### config.mk
export PLATFORM = sky130hd
export DESIGN_NAME = comparador_serial_nibbles
export DESIGN_NICKNAME = d
export VERILOG_FILES = /design/src/rtl/comparador_serial_nibbles.sv
export SDC_FILE = /design/constraint.sdc
export NUM_CORES = 1
export LEC_CHECK = 0
export BUFFER_PORTS_ARGS = -buffer_cell sky130_fd_sc_hd__buf_2
export CORE_AREA = 5 5 72 61
export DETAILED_ROUTE_END_ITERATION = 12
export DIE_AREA = 0 0 77 66
export PLACE_DENSITY = 0.73
export SLEW_MARGIN = 10
export SYNTH_ARGS = -nofsm -noshare
export SYNTH_HDL_FRONTEND = slang
export SYNTH_SLANG_ARGS = --single-unit
export TNS_END_PERCENT = 20
### constraint.sdc
create_clock -name clock -period 5.3 [get_ports clock]
set_clock_uncertainty 0.1 [all_clocks]
set_input_delay 0.795 -clock clock [delete_from_list [all_inputs] [get_ports clock]]
set_output_delay 0.795 -clock clock [all_outputs]
set_load 0.05 [all_outputs]
### src/rtl/comparador_serial_nibbles.sv
// Serial 7485-style magnitude comparator: one 4-bit slice per clock, LSB nibble first,
// with each slice result fed back as the next slice's cascade inputs.
module comparador_serial_nibbles #(
  parameter int N_NIBBLES = 4
) (
  input  logic                   clock,
  input  logic                   reset,
  input  logic                   iniciar,
  input  logic [4*N_NIBBLES-1:0] A,
  input  logic [4*N_NIBBLES-1:0] B,
  input  logic                   cascata_maior,
  input  logic                   cascata_menor,
  input  logic                   cascata_igual,
  output logic                   ocupado,
  output logic                   pronto,
  output logic                   A_maior_que_B,
  output logic                   A_menor_que_B,
  output logic                   A_igual_a_B
);

  localparam int W     = 4 * N_NIBBLES;
  localparam int IDX_W = (N_NIBBLES > 1) ? $clog2(N_NIBBLES) : 1;
  localparam logic [IDX_W-1:0] IDX_LAST = IDX_W'(N_NIBBLES - 1);

  typedef enum logic [1:0] {
    ESPERA  = 2'd0,
    COMPARA = 2'd1,
    FIM     = 2'd2
  } estado_t;

  estado_t          estado, estado_next;
  logic [IDX_W-1:0] idx_p0;
  logic [W-1:0]     a_p0, b_p0;
  logic [W-1:0]     a_desl, b_desl;
  logic [3:0]       a_nib, b_nib;
  logic [2:0]       casc_p0, casc_next;
  logic             ultimo;

  // Cascade vectors are packed {maior, menor, igual}.
  function automatic logic [2:0] regra_igual(input logic [2:0] c);
    logic [2:0] r;
    if (c[0]) begin
      r = 3'b001;
    end else begin
      case (c[2:1])
        2'b10:   r = 3'b100;
        2'b01:   r = 3'b010;
        2'b00:   r = 3'b110;
        default: r = 3'b000;
      endcase
    end
    return r;
  endfunction

  assign a_desl  = a_p0 >> {idx_p0, 2'b00};
  assign b_desl  = b_p0 >> {idx_p0, 2'b00};
  assign a_nib   = a_desl[3:0];
  assign b_nib   = b_desl[3:0];
  assign ultimo  = (idx_p0 == IDX_LAST);
  assign ocupado = (estado == COMPARA);
  assign pronto  = (estado == FIM);

  always_comb begin
    casc_next = casc_p0;
    if (a_nib > b_nib) begin
      casc_next = 3'b100;
    end else if (a_nib < b_nib) begin
      casc_next = 3'b010;
    end else begin
      casc_next = regra_igual(casc_p0);
    end
  end

  always_comb begin
    estado_next = estado;
    case (estado)
      ESPERA:  if (iniciar) estado_next = COMPARA;
      COMPARA: if (ultimo) estado_next = FIM;
      FIM:     estado_next = ESPERA;
      default: estado_next = ESPERA;
    endcase
  end

  // Stage p0: control state, slice index and result registers
  always_ff @(posedge clock) begin
    if (reset) begin
      estado        <= ESPERA;
      idx_p0        <= '0;
      A_maior_que_B <= 1'b0;
      A_menor_que_B <= 1'b0;
      A_igual_a_B   <= 1'b0;
    end else begin
      estado <= estado_next;
      if (estado == ESPERA) begin
        idx_p0 <= '0;
      end else if (estado == COMPARA && !ultimo) begin
        idx_p0 <= idx_p0 + 1'b1;
      end
      if (estado == COMPARA && ultimo) begin
        {A_maior_que_B, A_menor_que_B, A_igual_a_B} <= casc_next;
      end
    end
  end

  // Stage p0: operand capture and running cascade value
  always_ff @(posedge clock) begin
    if (estado == ESPERA && iniciar) begin
      a_p0    <= A;
      b_p0    <= B;
      casc_p0 <= {cascata_maior, cascata_menor, cascata_igual};
    end else if (estado == COMPARA) begin
      casc_p0 <= casc_next;
    end
  end

endmodule
### Word-level counts from Yosys, hierarchy flattened

Index checks and enable logic that the tools add are counted.

| word-level totals | value |
|---|---|
| bits in registers | 42 |
| output and inout bits | 5 |
| input bits | 38 |
| logic and storage cells | 38 |

| cells by class | value |
|---|---|
| add/sub/neg operators | 1 |
| reduce and logical (&&, ||, !) cells | 9 |
| magnitude comparators | 2 |
| shifts and indexed selects | 2 |
| multiplexer cells | 9 |
| equality and inequality tests | 7 |

Operators by type and width:

| cell | count |
|---|---|
| 16-bit by 4-bit right shift with 4-bit output | 2 |
| 3-bit 2-to-1 mux | 5 |
| 3-bit one-hot mux with 3 select lines | 1 |
| 2-bit == test (second input constant) | 3 |
| 2-bit by 1-bit == test with 1-bit output (second input constant) | 2 |
| 4-bit greater-than comparator | 1 |
| 2-bit logical NOT | 2 |
| 4-bit less-than comparator | 1 |
| 2-bit 2-to-1 mux | 2 |
| 2-bit one-hot mux with 2 select lines | 1 |
| 1-bit logical AND | 3 |
| 2-bit by 1-bit adder with 2-bit output (second input constant) | 1 |
| 2-bit by 1-bit != test with 1-bit output (second input constant) | 1 |
| 2-bit != test (second input constant) | 1 |
| 2-bit AND reduction | 1 |
| 2-bit nonzero test | 1 |
| 2-bit OR reduction | 1 |
| 1-bit logical NOT | 1 |

### Longest topological paths before layout

Gate-level depths: netlist of the first run.

| depth | value |
|---|---|
| word-level depth | 7 |
| depth in mapped cells | 8 |
| mapped depth without buffers | 7 |

### Worst setup path before layout of the first run

No wires, ideal clock.

| path | value |
|---|---|
| kind | reg2reg |
| start point | register idx_p0[0] |
| end point | register casc_p0[0], data pin |
| period minus slack after synthesis | 2,314 ps |
| slack | 2,986 ps |
| arrival time | 1,957 ps |
| required time | 4,943 ps |
| cell stages (with the launch flop) | 7 |
| library setup time | 257 ps |
| path buffers | 1 |
| cells stage by stage | dfxtp_1 -> buf_2 -> mux4_2 -> ha_1 -> a21oi_1 -> o21ai_1 -> a32o_1 |

| on the way | value |
|---|---|
| word-level cells in the longest chain between the ends | 6 |
| elaborated cells on any way between the ends | 8 |
| those cells by class | order compare: 2; shift: 2; mux: 4 |

RTL lines:

| what | line | source |
|---|---|---|
| from (decl) | 32 | `logic [IDX_W-1:0] idx_p0;` |
| from (signal assigned) | 97 | `idx_p0 <= idx_p0 + 1'b1;` |
| 16-bit by 4-bit right shift with 4-bit output, on equally long branches | 55, 56 |  |
| 4-bit less-than comparator | 67 | `end else if (a_nib < b_nib) begin` |
| 3-bit 2-to-1 mux | 67 |  |
| 3-bit 2-to-1 mux * | 65 | `if (a_nib > b_nib) begin` |
| 3-bit 2-to-1 mux * | 111 | `end else if (estado == COMPARA) begin` |
| 3-bit 2-to-1 mux * | 107 | `if (estado == ESPERA && iniciar) begin` |
| to (signal assigned) | 110 | `casc_p0 <= {cascata_maior, cascata_menor, cascata_igual};` |
| to (signal assigned) | 112 | `casc_p0 <= casc_next;` |
| to (decl) | 36 | `logic [2:0] casc_p0, casc_next;` |

Mark *: on every way between the ends. The rest lies on a longest branch, timed or not. The select of a mux whose other input is x is not followed.
A chain may end at the register's enable or synchronous reset.

### Worst setup path in the final report of the first run

| path | value |
|---|---|
| start point | register idx_p0[0] |
| end point | register casc_p0[1], data pin |

The elaborated chain is that of the path after synthesis.

==> results by group, run 1 <==
STA
  – Setup TNS: 0 ns
  – Max_slew headroom: 51.96%
  – Final hold slack: 0.4080 ns
  – F_max: 382.3 MHz
  – Slew of the pin with the lowest slew margin: 0.7196 ns
  – Number of failing setup endpoints in the final timing report: 0
  – Worst setup margin: 2.684 ns
  – Period Utilization, post-route: 49.36%
  – Fin crit period: 2.616 ns
  – RSZ-0062 raised after global routing: no
  – Max Slew Vio Count: 0
  – Final hold viol count: 0

Synthesis
  – Synth Area per Inst: 16.57 um^2
  – Syn nets: 146
  – Area leader, netlist: edfxtp_1
  – FF+latch count, synth: 42
  – Cell count after synthesis: 103
  – Post-Syn Area: 1707 um^2
  – Asr flop ratio synth: 0%
  – Post-synth top flop: edfxtp_1
  – Top cells by area, synth: edfxtp_1, mux4_2, dfxtp_1
  – Share of the yosys chip area belonging to registers: 69.79%
  – Number of synthesized flops with an enable pin: 35
  – Yosys top cell area share: 61.58%
  – Synth Warn #: 0
  – Synth unique cells: 26

Pwr
  – Fraction of power consumed by sequential logic: 59.9%
  – Sw frac: 22.62%
  – Psw: 0.1478 mW
  – Pleak: 0.8222 nW
  – Peak supply drop: 0.2001 mV
  – Tot Pwr: 0.6533 mW
  – Clk pwr share: 30.3%
  – Logic pwr share: 9.8%
  – PwrDens: 319.3 nW/um^2
  – Pint: 0.5055 mW

Detailed routing
  – Drt first pass iters: 4
  – Vias post-DR: 993
  – Final antenna-violating net count: 0
  – Total routed wirelength: 2759 um
  – Detail-routed via count per cell: 5.119
  – DRC viols: 0
  – Initial DRC count: 59
  – WL/cell: 14.22 um

Placed design
  – Global placer's final weighted congestion: 0.7990
  – Placed Area: 1959 um^2
  – Port bufs: 42
  – Dpl ws: 2.635 ns
  – DP HPWL: 2048 um

Worst setup path
  – Req. time, crit path: 5.33 ns
  – Worst Reg2Reg Path Length in Cells: 5
  – Arr. time, crit path: 2.65 ns
  – Crit-path max cell delay: 0.72 ns
  – CP Launch Type: flip-flop
  – Crit-path cells: mux4_2, ha_1, nand4_2, or3_4, a31oi_1
  – Slowest cell on the critical path: dfxtp_1
  – Worst Path Buf+Inv: 0
  – CP Depth: 5
  – CP delay by family, top: flip-flops
  – CP Max Fanout: 11
  – WS Path Type: reg2reg
  – CP endpoint kind: flip-flop

CTS
  – Hold buffer count at cts: 0
  – Max clock buf depth: 2
  – Total clock sinks: 42
  – Setup Buffers After CTS: 0
  – CTS clock-pin slew for the worst setup and hold paths: 0.07 ns
  – Cts bufs inserted: 5
  – CTS resizes: 0
  – Clk_lat worst skew: 0.29 ns
  – CTS root buf: clkbuf_8
  – CTS H-tree lvls: 2
  – CTS tree: built

Final layout
  – Fill cell count: 298
  – Ant diodes: 0
  – Post-route cell area: 2046 um^2
  – Area taken by multi-input logic gates: 473.0 um^2
  – Nets: 192
  – Register area: 1191 um^2
  – Area growth from synthesis to final layout: 19.87%
  – Layout cells sized above 1: 42.67%

Global routing
  – Global-route usage over all layers: 12.07%
  – Largest net degree at the start of global routing: 38
  – Vias in the first global route: 1053
  – Initial antenna violation count: 0
  – Global-route wire length before repair: 4588 um
  – Remaining Overflow, GRT: 0

Floorplanning
  – Initial core utilization: 47.03%
  – I/O pins: 43
  – Rows: 20
  – Core area: 3628 um^2
  – Die width: 77 um
  – Die H: 66 um
  – Die Area: 5082 um^2

Worst hold path
  – Hold path depth: 1
  – HP Class: reg2reg

Run
  – Maxcap violations: 0

Run status
  – Status: complete, no violations
-- cell families (layout without fill, tap and decap cells) --
group           count (synthesis)  in the layout  share of synthesized area, %
flops                          42             42                         69.79
simple gates                   25             25                         7.918
compound gates                 12             12                         5.572
buf+inv                        11             58                         2.493
mux                             8              8                         10.56
fa+ha+maj                       5              5                         3.666
-- through the flow --
| stage | instances | util, % |
|---|---|---|
| after floorplan | 103 | - |
| after global placement | 186 | 54.00 |
| after detailed placement | 186 | 54.00 |
| after CTS | 194 | 56.38 |
| after global routing | 194 | 56.38 |
| final | 194 | 56.38 |
-- worst paths after layout --
kind	start	endpoint	slack (ns)
max	idx_p0[0]$_SDFFE_PP0P_	casc_p0[1]$_DFFE_PP_	2.68
min	A_igual_a_B$_SDFFE_PP0P_	A_igual_a_B$_SDFFE_PP0P_	0.41
max reg2reg	idx_p0[0]$_SDFFE_PP0P_	casc_p0[1]$_DFFE_PP_	2.68
min reg2reg	A_igual_a_B$_SDFFE_PP0P_	A_igual_a_B$_SDFFE_PP0P_	0.41
-- layer usage --
| layer | track usage (%) | share of wire, % | vias up |
|---|---|---|---|
| met2 | 18.86 | 45 | 37 |
| met5 | 0 | 0 | - |
| met4 | 6.438 | 1.9 | 0 |
| met3 | 5.722 | 8.8 | 5 |
| met1 | 13.83 | 44 | 467 |
| li1 | - | - | 484 |
-- cells in the final DEF, fill, tap and decap left out, drive strengths merged --
| master | instances |
|---|---|
| nand4 | 1 |
| or3 | 1 |
| clkbuf | 6 |
| a21oi | 3 |
| inv | 8 |
| ha | 5 |
| mux4 | 8 |
| a32o | 3 |
| o21ai | 1 |
| nand2 | 4 |
| dfxtp | 7 |
| nor4b | 1 |
| buf | 42 |
| nor2b | 1 |
| clkinv | 2 |
| nor2 | 13 |
| a21o | 1 |
| a31oi | 1 |
| and2 | 1 |
| nor3 | 2 |
| edfxtp | 35 |
| a22o | 1 |
| a311oi | 1 |
| nand2b | 1 |
| a22oi | 1 |
-- cell usage after synthesis, types with 2 or more instances --
library cell / instances
clkbuf_1: 2
a21oi_1: 3
edfxtp_1: 35
dfxtp_1: 7
nor2_1: 13
inv_2: 2
inv_1: 6
a32o_1: 3
mux4_2: 8
nor3_1: 2
ha_1: 5
nand2_1: 3
-- sequential cells by signal, indices dropped and copies added, names as in the netlist --
| signal | flops |
|---|---|
| idx_p0 | 2 |
| b_p0 | 16 |
| A_menor_que_B | 1 |
| estado | 2 |
| a_p0 | 16 |
| A_igual_a_B | 1 |
| A_maior_que_B | 1 |
| casc_p0 | 3 |
-- power groups by stage --
stage	registers [mW]	clock network (mW)	logic [mW]
2_1_floorplan	0.394	0	0.0455
3_3_place_gp	0.398	0	0.0623
3_5_place_dp	0.399	0	0.0652
4_1_cts	0.392	0.205	0.0654
5_1_grt	0.394	0.220	0.0719
6_report	0.391	0.198	0.0642
-- cell type report --
type,instances,share of cell area [%]
Sequential cell,42,58.23
Clock inverter,2,0.6728
Timing Repair Buffer,42,10.28
Inverter,8,1.468
Tap cell,44,2.691
Clock buffer,6,3.547
Multi-Input combinational cell,50,23.12
-- worst register-to-register path: cells and delay by family (launching register included) --
family,cells,cell delay [ns]
flops,1,0.72
mux,1,0.59
simple gates,2,0.52
fa+ha+maj,1,0.34
compound gates,1,0.20
No activity file was read; power rests on OpenSTA's default activity.
==> inputs of run 2 (changes only) <==
--- a/config.mk
+++ b/config.mk
@@ -5,11 +5,12 @@
 export SDC_FILE = /design/constraint.sdc
 export NUM_CORES = 1
 export LEC_CHECK = 0
+export ABC_AREA = 1
 export BUFFER_PORTS_ARGS = -buffer_cell sky130_fd_sc_hd__buf_2
-export CORE_AREA = 5 5 72 61
+export CORE_AREA = 5 5 73 61
 export DETAILED_ROUTE_END_ITERATION = 12
-export DIE_AREA = 0 0 77 66
-export PLACE_DENSITY = 0.73
+export DIE_AREA = 0 0 78 66
+export PLACE_DENSITY = 0.74
 export SLEW_MARGIN = 10
 export SYNTH_ARGS = -nofsm -noshare
 export SYNTH_HDL_FRONTEND = slang
==> constraint.sdc (replaced) <==
create_clock -name clock -period 2.5 [get_ports clock]
set_clock_uncertainty 0.1 [all_clocks]
set_input_delay 0.375 -clock clock [delete_from_list [all_inputs] [get_ports clock]]
set_output_delay 0.375 -clock clock [all_outputs]
set_load 0.05 [all_outputs]
==> results by group, run 2 <==
Run status
  – Status: complete, no violations

Synthesis
  – Post-Syn Area: 1748 um^2 (+2.4%)
  – Syn nets: 188 (+29%)
  – Number of synthesized flops with an enable pin: 35 (unchanged)
  – Synth Area per Inst: 12.05 um^2 (-27%)
  – Synth top cells by count: edfxtp_1, nor2_1, o21ai_0
  – Synth Warn #: 0 (unchanged)
  – Asr flop ratio synth: 0% (unchanged)
  – FF+latch count, synth: 42 (unchanged)
  – Area leader, netlist: edfxtp_1
  – Synth unique cells: 22 (-15%)
  – Top cells by area, synth: edfxtp_1, dfxtp_1, o21ai_0
  – Share of the yosys chip area belonging to registers: 68.15% (-1.6 points)
  – Yosys top cell area share: 60.13% (-1.5 points)
  – Top-count cell post-synth: edfxtp_1
  – Cell count after synthesis: 145 (+41%)
  – Post-synth top flop: edfxtp_1

Worst setup path
  – Req. time, crit path: 2.44 ns (-2.89 ns)
  – CP Max Fanout: 10 (-1)
  – WS Path Type: reg2reg
  – CP endpoint kind: flip-flop
  – Arr. time, crit path: 2.16 ns (-0.49 ns)
  – CP Launch Type: flip-flop
  – Worst Reg2Reg Path Length in Cells: 10 (+5)

Final layout
  – Fin cells: 238 (+23%)
  – Commonest non-fill, non-tap cells in the layout: buf_2, edfxtp_1, nor2_1, o21ai_0, nand2_1
  – Area growth from synthesis to final layout: 21.33%
  – Most common cell after layout, fill and taps aside: buf_2
  – Register area: 1191 um^2 (unchanged)
  – Largest regs: a_p0 x16, b_p0 x16, casc_p0 x3
  – Post-route cell area: 2121 um^2 (+3.7%)
  – Nets: 236 (+23%)
  – Area taken by multi-input logic gates: 483.0 um^2 (+2.1%)
  – Layout cells sized above 1: 30.41% (-12 points)
  – Core Util, Final: 57.65% (+1.3 points)
  – Ant diodes: 0 (unchanged)
  – Fill cell count: 299 (+0.34%)

Global routing
  – Global-route usage over all layers: 14.66% (+2.6 points)
  – Largest net degree at the start of global routing: 26 (-32%)
  – Initial antenna violation count: 0 (unchanged)
  – Remaining Overflow, GRT: 0 (unchanged)
  – Vias in the first global route: 1282 (+22%)
  – Global-route wire length before repair: 5802 um (+26%)

CTS
  – Total clock sinks: 42 (unchanged)
  – Max clock buf depth: 2 (unchanged)
  – CTS clock-pin slew for the worst setup and hold paths: 0.09 ns (+0.02 ns)
  – Cts bufs inserted: 5 (unchanged)
  – CTS tree: built
  – CTS root buf: clkbuf_8
  – CTS resizes: 0 (unchanged)
  – Setup Buffers After CTS: 0 (unchanged)
  – Clk_lat worst skew: 0.29 ns (about the same)
  – Hold buffer count at cts: 0 (unchanged)
  – CTS H-tree lvls: 2 (unchanged)

Worst hold path
  – Hold path depth: 1 (unchanged)
  – HP Class: in2reg

Placed design
  – Placed Area: 2011 um^2 (+2.6%)
  – Port bufs: 42 (unchanged)
  – DP HPWL: 2536 um (+24%)
  – Global placer's final weighted congestion: 0.7824 (-2.1%)
  – Placed Cells: 230 (+24%)

Floorplanning
  – Core area: 3679 um^2 (+1.4%)
  – Initial core utilization: 47.52% (+0.48 points)
  – I/O pins: 43 (unchanged)
  – Die Area: 5148 um^2 (+1.3%)
  – Rows: 20 (unchanged)
  – Die H: 66 um (unchanged)
  – Die width: 78 um (+1.3%)

Detailed routing
  – DRC viols: 0 (unchanged)
  – Detail-routed via count per cell: 5.189 (+1.4%)
  – Final antenna-violating net count: 0 (unchanged)
  – Initial DRC count: 78 (+32%)
  – Drt first pass iters: 4 (unchanged)
  – WL/cell: 15.04 um (+5.7%)
  – Vias post-DR: 1235 (+24%)
  – Total routed wirelength: 3579 um (+30%)

STA
  – F_max: 451.7 MHz (+18%)
  – Max_slew headroom: 64.30% (+12 points)
  – RSZ-0062 raised after global routing: no
  – Final hold viol count: 0 (unchanged)
  – Setup TNS: 0 ns (unchanged)
  – Slew of the pin with the lowest slew margin: 0.5349 ns (-0.1847 ns)
  – Max Slew Vio Count: 0 (unchanged)
  – Fin crit period: 2.214 ns (-0.4022 ns)
  – Number of failing setup endpoints in the final timing report: 0 (unchanged)
  – Period Utilization, post-route: 88.55% (+39 points)

Pwr
  – PwrDens: 708.6 nW/um^2 (+120%)
  – Pleak: 0.8711 nW (+5.9%)
  – Tot Pwr: 1.503 mW (+130%)
  – Peak supply drop: 0.4075 mV (+100%)

Run
  – Maxcap violations: 0 (unchanged)
-- run 2: changes by cell type after synthesis, sizes merged, moves of 4 or more --
cell   change
mux4       -8
nand2     +16
nor2       +9
o21ai     +21
o22a       +4
o22ai      +4
-- run 2: logic make-up (layout without fill, tap and decap cells) --
family / count (synthesis) / after routing / synth area share, %
AO/OA/AOI/OAI: 37 / 37 / 12.31
adder cells (fa/ha/maj): 5 / 5 / 3.579
buffers and inverters: 14 / 63 / 4.224
flip-flops: 42 / 42 / 68.15
AND/OR/NAND/NOR: 47 / 47 / 11.74
-- run 2: path summary, 6_finish.rpt --
path	start	slack, ns	to
worst max-delay path	idx_p0[1]$_SDFFE_PP0P_	0.29	casc_p0[0]$_DFFE_PP_
worst min-delay path	A[3]	0.15	a_p0[3]$_DFFE_PP_
worst max register to register	idx_p0[1]$_SDFFE_PP0P_	0.29	casc_p0[0]$_DFFE_PP_
worst min register to register	A_menor_que_B$_SDFFE_PP0P_	0.45	A_menor_que_B$_SDFFE_PP0P_
-- run 2: metrics by stage --
stage	hold WS [ns]	setup slack [ns]
2_1_floorplan	0.3441	0.5991
3_3_place_gp	0.4334	0.4685
3_5_place_dp	0.4365	0.3666
4_1_cts	0.1479	0.3251
5_1_grt	0.1377	0.1019
6_report	0.1493	0.2862
-- run 2: worst max-delay path, cell delays in order, from the launching register on --
cell and delay [ns]:
dfxtp_1 0.41, inv_1 0.27, o21ai_0 0.16, o22a_1 0.19
ha_1 0.27, nand2_1 0.12, inv_1 0.06, nand2_1 0.07
nand2_1 0.12, nand2_1 0.13, o21ai_1 0.07
-- run 2: power by group --
part	total [mW]	switching [mW]	internal, mW
clock	0.529	0.231	0.298
sequential	0.826	0.0164	0.810
combinational	0.148	0.0892	0.0588
-- run 2: cell type report --
cell class / instances / share of cell area, %
Timing Repair Buffer: 44 / 11.21
Clock buffer: 6 / 3.422
Sequential cell: 42 / 56.17
Tap cell: 44 / 2.596
Clock inverter: 2 / 1.770
Multi-Input combinational cell: 89 / 22.77
Inverter: 11 / 2.065
-- run 2: metal layers --
layer | part of all wire [%] | up-vias | track usage, %
li1 | - | 610 | -
met1 | 43 | 579 | 17.67
met2 | 50 | 44 | 25.21
met3 | 6.7 | 2 | 4.223
met4 | 0.53 | 0 | 5.063
met5 | 0 | - | 0
